--- src/rtl/phys_reg_free_list_ckpt.sv ---
// Physical-register free list: circular FIFO of free tags, plus head-pointer
// checkpoint columns for single-cycle recovery after a branch mispredict.
module phys_reg_free_list_ckpt #(
    parameter int NUM_PHYS_REGS      = 64,
    parameter int NUM_ARCH_REGS      = 32,
    parameter int FREE_LIST_DEPTH    = NUM_PHYS_REGS - NUM_ARCH_REGS,
    parameter int CHECKPOINT_COLUMNS = 4,
    localparam int TAG_W = $clog2(NUM_PHYS_REGS),
    localparam int PTR_W = $clog2(FREE_LIST_DEPTH) + 1,
    localparam int COL_W = $clog2(CHECKPOINT_COLUMNS)
) (
    input  logic             CLK,
    input  logic             RST,
    input  logic             dequeue_valid,
    output logic             dequeue_ready,
    output logic [TAG_W-1:0] dequeue_tag,
    input  logic             enqueue_valid,
    input  logic [TAG_W-1:0] enqueue_tag,
    input  logic             save_valid,
    output logic             save_ready,
    output logic [COL_W-1:0] save_column,
    input  logic             clear_valid,
    input  logic [COL_W-1:0] clear_column,
    input  logic             restore_valid,
    input  logic [COL_W-1:0] restore_column,
    output logic [PTR_W-1:0] free_count,
    output logic             error
);

    localparam int IDX_W = PTR_W - 1;

    logic [TAG_W-1:0]              tag_mem [FREE_LIST_DEPTH];
    logic [PTR_W-1:0]              head;
    logic [PTR_W-1:0]              tail;
    logic [CHECKPOINT_COLUMNS-1:0] col_valid;
    logic [PTR_W-1:0]              col_head [CHECKPOINT_COLUMNS];
    logic [COL_W-1:0]              ckpt_tail;

    logic                          empty;
    logic                          full;
    logic                          restore_hit;
    logic                          do_dequeue;
    logic                          do_enqueue;
    logic                          do_save;
    logic                          err_event;
    logic [PTR_W-1:0]              head_after_deq;
    logic [COL_W-1:0]              restore_span;
    logic [CHECKPOINT_COLUMNS-1:0] kill_mask;
    logic [CHECKPOINT_COLUMNS-1:0] col_valid_next;

    // Wrap bit distinguishes full from empty when the index bits match.
    assign empty = (head == tail);
    assign full  = (head[IDX_W-1:0] == tail[IDX_W-1:0]) &&
                   (head[PTR_W-1] != tail[PTR_W-1]);

    assign dequeue_ready = !empty;
    assign dequeue_tag   = tag_mem[head[IDX_W-1:0]];
    assign free_count    = tail - head;
    assign save_ready    = !col_valid[ckpt_tail];
    assign save_column   = ckpt_tail;

    // A successful restore squashes this cycle's dequeue and save silently.
    assign restore_hit    = restore_valid && col_valid[restore_column];
    assign do_dequeue     = dequeue_valid && !empty && !restore_hit;
    assign do_enqueue     = enqueue_valid && !full;
    assign do_save        = save_valid && save_ready && !restore_hit;
    assign head_after_deq = head + PTR_W'(do_dequeue);

    assign err_event = (dequeue_valid && empty && !restore_hit) ||
                       (enqueue_valid && full) ||
                       (save_valid && !save_ready && !restore_hit) ||
                       (restore_valid && !col_valid[restore_column]);

    // Columns from restore_column up to ckpt_tail-1 (circular) are younger;
    // a zero span means the ring wrapped, so every column is younger.
    assign restore_span = ckpt_tail - restore_column;

    for (genvar g = 0; g < CHECKPOINT_COLUMNS; g++) begin : g_kill
        assign kill_mask[g] = restore_hit &&
                              ((restore_span == '0) ||
                               ((COL_W'(g) - restore_column) < restore_span));
    end

    // NOTE: every always_comb output gets a default first so no latch is inferred.
    always_comb begin
        col_valid_next = col_valid;
        if (do_save) begin
            col_valid_next[ckpt_tail] = 1'b1;
        end
        col_valid_next = col_valid_next & ~kill_mask;
        if (clear_valid) begin
            col_valid_next[clear_column] = 1'b0;
        end
    end

    // NOTE: the tag array is reset because its post-reset contents (the
    // non-architectural tags) are functionally visible, unlike a plain RAM.
    always_ff @(posedge CLK or posedge RST) begin
        if (RST) begin
            for (int i = 0; i < FREE_LIST_DEPTH; i++) begin
                tag_mem[i] <= TAG_W'(NUM_ARCH_REGS + i);
            end
        end else if (do_enqueue) begin
            tag_mem[tail[IDX_W-1:0]] <= enqueue_tag;
        end
    end

    // NOTE: sequential state uses non-blocking assignments so every flop
    // samples pre-edge values regardless of statement order.
    always_ff @(posedge CLK or posedge RST) begin
        if (RST) begin
            head      <= '0;
            tail      <= PTR_W'(FREE_LIST_DEPTH);
            col_valid <= '0;
            ckpt_tail <= '0;
            error     <= 1'b0;
            for (int c = 0; c < CHECKPOINT_COLUMNS; c++) begin
                col_head[c] <= '0;
            end
        end else begin
            tail      <= tail + PTR_W'(do_enqueue);
            head      <= restore_hit ? col_head[restore_column] : head_after_deq;
            col_valid <= col_valid_next;
            error     <= error | err_event;
            if (do_save) begin
                col_head[ckpt_tail] <= head_after_deq;
            end
            if (restore_hit) begin
                ckpt_tail <= restore_column;
            end else if (do_save) begin
                ckpt_tail <= ckpt_tail + COL_W'(1);
            end
        end
    end

endmodule

--- config.mk ---
export PLATFORM = sky130hd
export DESIGN_NAME = phys_reg_free_list_ckpt
export DESIGN_NICKNAME = d
export VERILOG_FILES = /design/src/rtl/phys_reg_free_list_ckpt.sv
export SDC_FILE = /design/constraint.sdc
export NUM_CORES = 1
export LEC_CHECK = 0
export CAP_MARGIN = 5
export CORE_ASPECT_RATIO = 0.6
export CORE_MARGIN = 1.5
export CORE_UTILIZATION = 50
export DETAILED_ROUTE_END_ITERATION = 6
export PLACE_DENSITY = 0.77
export RECOVER_POWER = 50
export SLEW_MARGIN = 0
export SYNTH_ARGS = -nofsm -noshare
export SYNTH_HDL_FRONTEND = slang
export SYNTH_SLANG_ARGS = --single-unit
--- constraint.sdc ---
create_clock -name CLK -period 13.8 [get_ports CLK]
set_input_delay 2.07 -clock CLK [delete_from_list [all_inputs] [get_ports CLK]]
set_output_delay 2.07 -clock CLK [all_outputs]
set_load 0.02 [all_outputs]
# Word-level counts from Yosys, hierarchy flattened
# Index checks and enable logic that the tools add are counted.
# totals
out_inout_bits,17
inputBits,17
elab_cells,138
ff_bits,235
# op_classes
order_cmp,15
n_bitwise,10
n_eq_ne,3
addsub,9
muxes,25
n_reduce_logical,35
# op_table
op,count
$bwmux W192,1
$mux W6,7
$bmux W6 S5,1
$demux W6 S5,1
$bwmux W24,1
$logic_and A1 B1 Y1,21
$add A6 B1 Y6,2
$bmux W6 S2,1
$demux W6 S2,1
$ge A6 B6 Y1 const B,2
$not A5 Y6,2
$lt A2 B3 Y1 const B,3
$and A4 B4 Y4,2
$lt A2 B2 Y1,4
$mux W4,2
$not A4 Y4,2
$logic_or A1 B1 Y1,7
$eq A6 B6 Y1,1
$ge A3 B3 Y1 const B,2
$lt A6 B1 Y1 const B,1
$not A2 Y3,2
$sub A6 B6 Y6,1
$eq A5 B5 Y1,1
$logic_not A1 Y1,5
15 further kinds,24

# Depth between registers and ports, before layout
# logic_depth
ltp_word,9
mapped_depth,13
ltp_nobuf,11

# Least setup slack after synthesis
# No wires, ideal clock.
# synth_path
path_type,input -> register
start,input restore_column[0]
end,register col_head[10] in the netlist's numbering
setup_ps,125
path_buffers,2
required_time_ps,13675
t_arrival_ps,4187
path_stages,10
slack_ps,9489
path_cell_list,buf_6 > mux4_2 > nand2_1 > buf_2 > and3_1 > ha_1 > ha_1 > nand3_1 > xnor2_1 > mux2_2
# synth_via
elab_chain_cells,7
word_cells_on_any_way,8
classes_between,1 x add/sub; 3 x mux; 4 x reduce/logical
# synth_rtl
element,line_no,rtl
from (decl),25,"input logic [COL_W-1:0] restore_column,"
$bmux W1 S2 *,63,assign restore_hit = restore_valid && col_valid[restore_column];
$mux W1 (not written as such) *,63,
$logic_and A1 B1 Y1 *,63,
$logic_not A1 Y1 *,"64, 66",
$logic_and A1 B1 Y1,64,assign do_dequeue = dequeue_valid && !empty && !restore_hit;
$add A6 B1 Y6,67,assign head_after_deq = head + PTR_W'(do_dequeue);
$bwmux W24,126,col_head[ckpt_tail] <= head_after_deq;
"to (signal, indexed assignment)",126,
to (decl),36,logic [PTR_W-1:0] col_head [CHECKPOINT_COLUMNS];
# Every way passes the cells marked *; elsewhere a longest branch is shown, timed or not. The select of a mux whose other input is x is not followed.
# A chain may end at the register's enable or synchronous reset.

==> flow_summary.yaml <==
route:
  drt.antenna.violating_nets: 0
  drt_iter0_markers: 486
  via_count: 6675
  dr.pass1.iters: 5
  wl_um: 25300
  drc: 0
  via_per_inst: 6.00
  wl_per_cell_um: 22.7
yosys:
  yosys-top-cells-area: "dfrtp_1 27%, dfstp_2 26%, mux2_2 22%"
  synth_nets: 806
  syn_avg_cell_area_sq_um: 14.8
  synth_seq_cells: 235
  ys_async_sr_fraction: 1.00
  yosysSeqAreaShare: 0.529
  synth.distinct_cells: 44
  synth-edff-count: 0
  syn_inst: 767
  synth_top_area_cell: "dfrtp_1"
  synth_ff_type: "dfrtp_1"
  syn_area_sq_um: 11400
  netlist.area_leader.share: 0.268
  ys.warnings.count: 0
sta:
  max_slew_margin: -1.94
  fin_skew_ps: 12.1
  hold_ws_ps: 484
  max_clock_freq_mhz: 129
  fin_setup_tns_ps: 0
  hold_viol_final: 0
  period_minus_slack_ps: 7780
  worst_pin_slew_ps: 4390
  setup_viol_count_final: 0
  maxSlewViolCount: 228
  rsz0062_at_grt: "false"
  min_period_over_period: 0.564
power_and_ir_drop:
  p_leak_nw: 5.27
  p_seq_frac: 0.401
  power_mw: 3.27
  p_sw_frac: 0.330
  internal_power_mw: 2.19
  clkPwrFrac: 0.208
  p_switching_mw: 1.08
  p_per_area_nw_per_um2: 256
  p_comb_frac: 0.391
  vdd_drop_max_uv: 100
run:
  drv_cap: 4
worst_setup_path:
  arrival_ps: 7650
  cp_cell_sequence: "dlygate4sd3_1 > clkinvlp_2 > clkbuf_1"
  crit_path_end_kind: "asynchronous set/reset pin"
  cpMaxStageDelayCell: "clkinvlp_2"
  crit_type: "in2async"
  crit_path_max_fanout: 101
  critPathBufInv: 3
  startpoint_type: "input pin"
  cpLargestDelayFamily: "buffers and inverters"
  critPathMaxStageDelay_ps: 2460
  required_ps: 13670
placement:
  placed_cell_area_sq_um: 12000
  gp_congestion: 0.800
  portBuffers: 33
  hpwl_um: 16200
clocking:
  cts_inserted_buffers: 22
  post_cts_buffers: 0
  cts_buffer_depth: 3
  cts_tree: "done"
  htreeDepth: 1
  clk_root_buffer_cell: "clkbuf_16"
  cts.sink_count: 235
  clk_latency_ps: 510
  ctsResizeCount: 0
  holdBufCountCts: 0
  path_clk_slew_ps: 60
finish:
  area_growth_pct: 12.4
  nets: 828
  insertedDiodeCount: 0
  layout_commonest_cell: "mux2_2"
  layout_common_cells: "220 x mux2_2, 121 x dfrtp_1, 113 x dfstp_2, 53 x mux4_2, 41 x nor2_1"
  stdcell_area_sq_um: 12800
  drive_gt1_frac: 0.542
status:
  outcome: "complete, but fails checks"
  failed_checks: "capacitance limit, slew limit"
floorplanning:
  num_rows: 42
  floorplan.initialDensity: 0.513
  dieArea_sq_um: 23700
  dieHeight_um: 120
  core-area_sq_um: 22200
  io_pins: 34
  die_w_um: 198
global_routing:
  antenna_found_initial: 0
  grtUsageTotal: 0.226
  grt_pass1_wl_um: 40900
  grt_pass1_vias: 7048
  grt_remaining_overflow: 0
  grt_max_degree: 102
hold_path:
  hp-class: "reg2reg"
==> worst reg2reg max path: cells and delay by family, from the launching register on <==
kind / cells / cell delay [ps]
AND/OR/NAND/NOR: 2 / 880
AO/OA/AOI/OAI: 1 / 2000
flip-flops: 1 / 2540
multiplexers: 1 / 470
adder cells (fa/ha/maj): 1 / 490
==> power groups by stage <==
stage,Combinational [mW],Sequential [mW],Clock [mW]
3_3_place_gp,1.23,1.30,0
6_report,1.28,1.31,0.680
4_1_cts,1.28,1.31,0.691
5_1_grt,1.37,1.35,0.721
3_5_place_dp,1.26,1.32,0
2_1_floorplan,0.971,1.19,0
==> flip-flops by register name (all words and copies together) (netlist names) <==
signal	cells
col_head	24
col_valid	4
error	1
head	6
save_column	2
tag_mem	192
tail	6
==> final timing paths <==
check,from,end,slack (ps),depth (start not counted)
worst max-delay path,RST,tag_mem[136],6020,3
worst min-delay path,error,error,480,2
worst max register to register,head[0],tag_mem[19],7300,5
worst min register to register,error,error,480,2
max in group CLK,head[0],dequeue_tag[2],6700,4
min in group asynchronous,RST,tag_mem[115],3360,2
==> logic make-up (layout without fill, tap and decap cells) <==
family | count (synthesis) | in the layout | synth area share
AOI/OAI and AO/OA | 53 | 53 | 0.0356
xor gates and xnor gates | 15 | 15 | 0.0128
adders and majority gates | 22 | 22 | 0.0249
buffers and inverters | 68 | 106 | 0.0243
DFF | 235 | 235 | 0.529
muxes | 279 | 279 | 0.333
and+or+nand+nor | 95 | 95 | 0.0404
==> cells in the mapped netlist (9+ instances only) <==
cell and n:
mux2_2 222, buf_2 11, nand3_1 14, clkbuf_1 31, nor2_1 41, inv_1 25
o22ai_1 24, xnor2_1 9, mux4_2 53, ha_1 21, dfrtp_1 122, dfstp_2 113
==> cell type report <==
| cell class | instances | area [sq um] |
|---|---|---|
| clock buffers | 30 | 642 |
| clock inverters | 10 | 180 |
| fillers | 1768 | 9400 |
| inverters | 25 | 95.1 |
| multi-input cells | 464 | 5070 |
| flip-flops and latches | 235 | 6020 |
| well taps | 308 | 385 |
| repair buffers | 41 | 379 |
==> through the flow <==
step,std cells,setup slack (ps),utilization
floorplan,767,5470,-
CTS,1113,8290,0.578
global placement,1073,8350,0.541
global route,1113,4780,0.576
detailed placement,1073,8250,0.541
finish,1113,6020,0.576
==> per-layer routing <==
layer	GRT usage	part of all wire	vias up
met4	0.0458	0.017	0
met1	0.340	0.47	3546
li1	-	-	2897
met5	0	0	-
met2	0.337	0.45	195
met3	0.0492	0.065	37
No activity file was read; power rests on OpenSTA's default activity.
==> RTL change 1 (same flow settings) <==
Change the parameter `CHECKPOINT_COLUMNS` from 4 to 16.
--- a/src/rtl/phys_reg_free_list_ckpt.sv
+++ b/src/rtl/phys_reg_free_list_ckpt.sv
@@ -4,7 +4,7 @@
     parameter int NUM_PHYS_REGS      = 64,
     parameter int NUM_ARCH_REGS      = 32,
     parameter int FREE_LIST_DEPTH    = NUM_PHYS_REGS - NUM_ARCH_REGS,
-    parameter int CHECKPOINT_COLUMNS = 4,
+    parameter int CHECKPOINT_COLUMNS = 16,
     localparam int TAG_W = $clog2(NUM_PHYS_REGS),
     localparam int PTR_W = $clog2(FREE_LIST_DEPTH) + 1,
     localparam int COL_W = $clog2(CHECKPOINT_COLUMNS)
Ports: changed (resized clear_column, restore_column and save_column); port bits go from 34 to 40. No check against the original RTL was run, so the function may have changed too.
==> RTL change 1 against the unedited design <==
The flow still finishes with violations (max-capacitance violations, max-slew violations); critical path depth unchanged; setup slack worse by 720 ps; die area is 46% higher; total power rose by 33%; synthesized cell count grew 56%; cell area up 45%; via count grew 56%; sequential cell count up 86; sequential share of layout area down 3.1 points; worst hold slack better by 0.67 ps; count of clock-buffer cells in the layout grew 17; wire length grew 63%; synthesized area is 47% higher; critical path type unchanged; critical endpoint is now head[1].
==> RTL change 1: results (changes against the unedited design) <==
| Metric | Value |
|---|---|
| Status | `finished with violations (unchanged)` |
| Failing checks | `max-capacitance violations, max-slew violations (unchanged)` |
| Global-route wire length before repair | `64350 um (was 40850 um)` |
| Clock-net power | `0.000871 W (was 0.000680 W)` |
| Post-synthesis average cell area | `13.92 um2 (was 14.83 um2)` |
| Multiplexer share of the synthesized area | `33.80% (was 33.26%)` |
| Port Buffer Count | `39 (was 33)` |
| Detailed Routing Iterations Pass 1 | `6 (was 5)` |
| XOR/XNOR Fraction of Synth Area | `1.448% (was 1.276%)` |
| Share of cells above drive strength 1 | `46.62% (was 54.16%)` |
| Final Max Tran Viols | `379 (was 228)` |
| Via count | `10430 (was 6675)` |
| NumNets Final | `1281 (was 828)` |
| Actual slew at the worst max-slew pin | `5225 ps (was 4391 ps)` |
| Non-CTS buffers | `58 (was 41)` |
| Min Hold Slack | `485.0 ps (was 484.4 ps)` |
| P_sw | `0.001529 W (was 0.001077 W)` |
| Multi-In Gates | `760 (was 464)` |
| Clock-cell share of area | `5.686% (was 6.432%)` |
| N_diodes | `1 (was 0)` |
| Crit-path max cell delay | `2920 ps (was 2460 ps)` |
| Met1 wire length | `19120 um (was 11900 um)` |
| Top flop regs | `tag_mem x192, col_head x96, col_valid x16 (was tag_mem x192, col_head x24)` |
| CP Max Fanout | `117 (was 101)` |
| Largest net degree at the start of global routing | `118 (was 102)` |
| VDD IR max | `0.0001423 V (was 0.0001004 V)` |
| R2R cell count | `11 (was 5)` |
| Met2 WL | `17130 um (was 11300 um)` |
| Crit path to | `head[1] (was tag_mem[136])` |
| Fillcell total | `2576 (was 1768)` |
| Detailed placer's ending HPWL | `28080 um (was 16190 um)` |
| Clock buffer cells | `47 (was 30)` |
| Sequential area share after synthesis | `49.02% (was 52.95%)` |
| Sequential power | `0.00169 W (was 0.00131 W)` |
| Synth Area in Adders | `3.167% (was 2.486%)` |
| Clk_skew | `9.198 ps (was 12.10 ps)` |
| Clock latency on the worst-skew pair | `570 ps (was 510 ps)` |
| Crit path arrival time | `8150 ps (was 7650 ps)` |
| Area of the multi-input gates | `0.008045 mm2 (was 0.005075 mm2)` |
| Yosys cell types | `59 (was 44)` |
| Reg2reg end | `col_head[95] (was tag_mem[19])` |
| CTS Buf Count | `31 (was 22)` |
| WL met3 | `4255 um (was 1642 um)` |
| Leak Pwr | `8.128 nW (was 5.270 nW)` |
| Max-Cap Viols | `5 (was 4)` |
| Gpl congestion | `0.9878 (was 0.8001)` |
RTL change 1: cell types whose count changed in the layout (fill, tap and decap cells not counted), sizes merged, moves of 11 or more:
| cell | unedited run | this run |
|---|---|---|
| o22ai | 24 | 0 |
| nand2 | 8 | 78 |
| mux4 | 56 | 100 |
| ha | 21 | 39 |
| dfrtp | 122 | 208 |
| inv | 24 | 45 |
| mux2 | 222 | 290 |
| clkbuf | 33 | 52 |
| a21o | 1 | 12 |
| nand3 | 14 | 26 |
| buf | 5 | 16 |
RTL change 1: metrics by stage:
| step | instances | setup WS (ps) | utilization, % |
|---|---|---|---|
| after floorplan | 1198 | 3032 | - |
| after global placement | 1632 | 8044 | 53.56 |
| after detailed placement | 1632 | 7900 | 53.56 |
| after CTS | 1690 | 7975 | 56.80 |
| after global routing | 1694 | 3964 | 56.95 |
| final | 1695 | 5304 | 56.96 |
RTL change 1: worst min-delay path, stage by stage, from the launching register on:
cell     delay, ps
dfrtp_1        350
a21oi_1         40
o21ai_0         60
==> RTL change 2 (config.mk and constraints unchanged) <==
Without the edit above. Reset style: synchronous (`RST`), changed in 2 clocked blocks.
--- a/src/rtl/phys_reg_free_list_ckpt.sv
+++ b/src/rtl/phys_reg_free_list_ckpt.sv
@@ -95,7 +95,7 @@
 
     // NOTE: the tag array is reset because its post-reset contents (the
     // non-architectural tags) are functionally visible, unlike a plain RAM.
-    always_ff @(posedge CLK or posedge RST) begin
+    always_ff @(posedge CLK) begin
         if (RST) begin
             for (int i = 0; i < FREE_LIST_DEPTH; i++) begin
                 tag_mem[i] <= TAG_W'(NUM_ARCH_REGS + i);
@@ -107,7 +107,7 @@
 
     // NOTE: sequential state uses non-blocking assignments so every flop
     // samples pre-edge values regardless of statement order.
-    always_ff @(posedge CLK or posedge RST) begin
+    always_ff @(posedge CLK) begin
         if (RST) begin
             head      <= '0;
             tail      <= PTR_W'(FREE_LIST_DEPTH);
Behaviour: differs if RST is asserted again (counterexample within 4 cycles, from zero or initial values and one cycle with RST high); with RST held inactive, the same outputs for 4 cycles.
==> RTL change 2 against the unedited design <==
The run still ends with max-capacitance violations, max-slew violations left; cell area shrank 0.74%; wire length grew 16%; critical path depth grew 3; count of clock-buffer cells in the layout shrank 3; synthesized cell count grew 16%; setup slack lost 500 ps; sequential cell count is the same; synthesized area grew 1.7%; critical path type is now register to primary output; highest routed layer unchanged.
Power is not compared: it rests on default switching activity, and its combinational part moved more than twofold at a synthesized area within 25%.
==> RTL change 2: results (changes against the unedited design) <==
| Metric | Value |
|---|---|
| Status | `finished with violations (unchanged)` |
| Failing checks | `max-capacitance violations, max-slew violations (unchanged)` |
| Global-route wire length before repair | `45080 um (was 40850 um)` |
| Power Total | `~0.0018 W` |
| Dpl ws | `8435 ps (was 8253 ps)` |
| Met1 Use GR | `39.89% (was 34.03%)` |
| Crit path to | `dequeue_tag[1] (was tag_mem[136])` |
| Via count | `7631 (was 6675)` |
| EDFF count, synth | `216 (was 0)` |
| Max-Cap Viols | `3 (was 4)` |
| Sequential area share after synthesis | `59.39% (was 52.95%)` |
| Top cells by count, synth | `216 x edfxtp_1, 88 x nor2_1, 66 x nand2_1 (was 222 x mux2_2, 122 x dfrtp_1, 113 x dfstp_2)` |
| Relative slew slack | `-140.6% (was -194.3%)` |
| Reg2reg end | `tag_mem[2][3] (was tag_mem[19])` |
| F_max | `120.8 MHz (was 128.5 MHz)` |
| Met2 Use GR | `33.62% (was 33.67%)` |
| Reg2reg setup slack | `5890 ps (was 7300 ps)` |
| Post-synth ARST share | `0% (was 100.0%)` |
| Crit path arrival time | `6210 ps (was 7650 ps)` |
| Crit path kind | `register to primary output (was input port to asynchronous set/reset pin)` |
| DP Area | `0.01205 mm2 (was 0.01199 mm2)` |
| Min Hold Slack | `544.6 ps (was 484.4 ps)` |
| Detailed placer's ending HPWL | `19140 um (was 16190 um)` |
| Synth top area cells | `edfxtp_1 56%, mux4_2 8.8%, dfxtp_1 3.3% (was dfrtp_1 27%, dfstp_2 26%, mux2_2 22%)` |
| Non-Filler Instances | `1213 (was 1113)` |
| Critical hold path startpoint | `error (unchanged)` |
| Final Max Tran Viols | `94 (was 228)` |
## RTL change 2: changes by cell type in the layout (fill, tap and decap cells not counted), sizes merged, moves of 23 or more
cell,before,now
dfrtp,122,0
dfstp,113,0
edfxtp,0,216
mux2,222,24
nand2,8,66
nand2b,2,34
nand3,14,42
nor2,41,88
nor3,4,45
o22ai,24,1
or3,2,41
## RTL change 2: area by class of cell
cell class,count,area [um2]
Clock inverter,12,131.4
Inverter,27,101.3
Timing Repair Buffer,46,396.6
Sequential cell,235,6867
Fill cell,1814,9702
Tap cell,308,385.4
Multi-Input combinational cell,558,4213
Clock buffer,27,590.6
## RTL change 2: cells by family after synthesis
logic type	after synthesis	synth area share, %
flops	235	59.39
buf+inv	100	3.722
compound gates	70	4.989
mux	73	11.45
fa+ha+maj	22	2.446
xor+xnor	14	1.342
simple gates	379	16.66
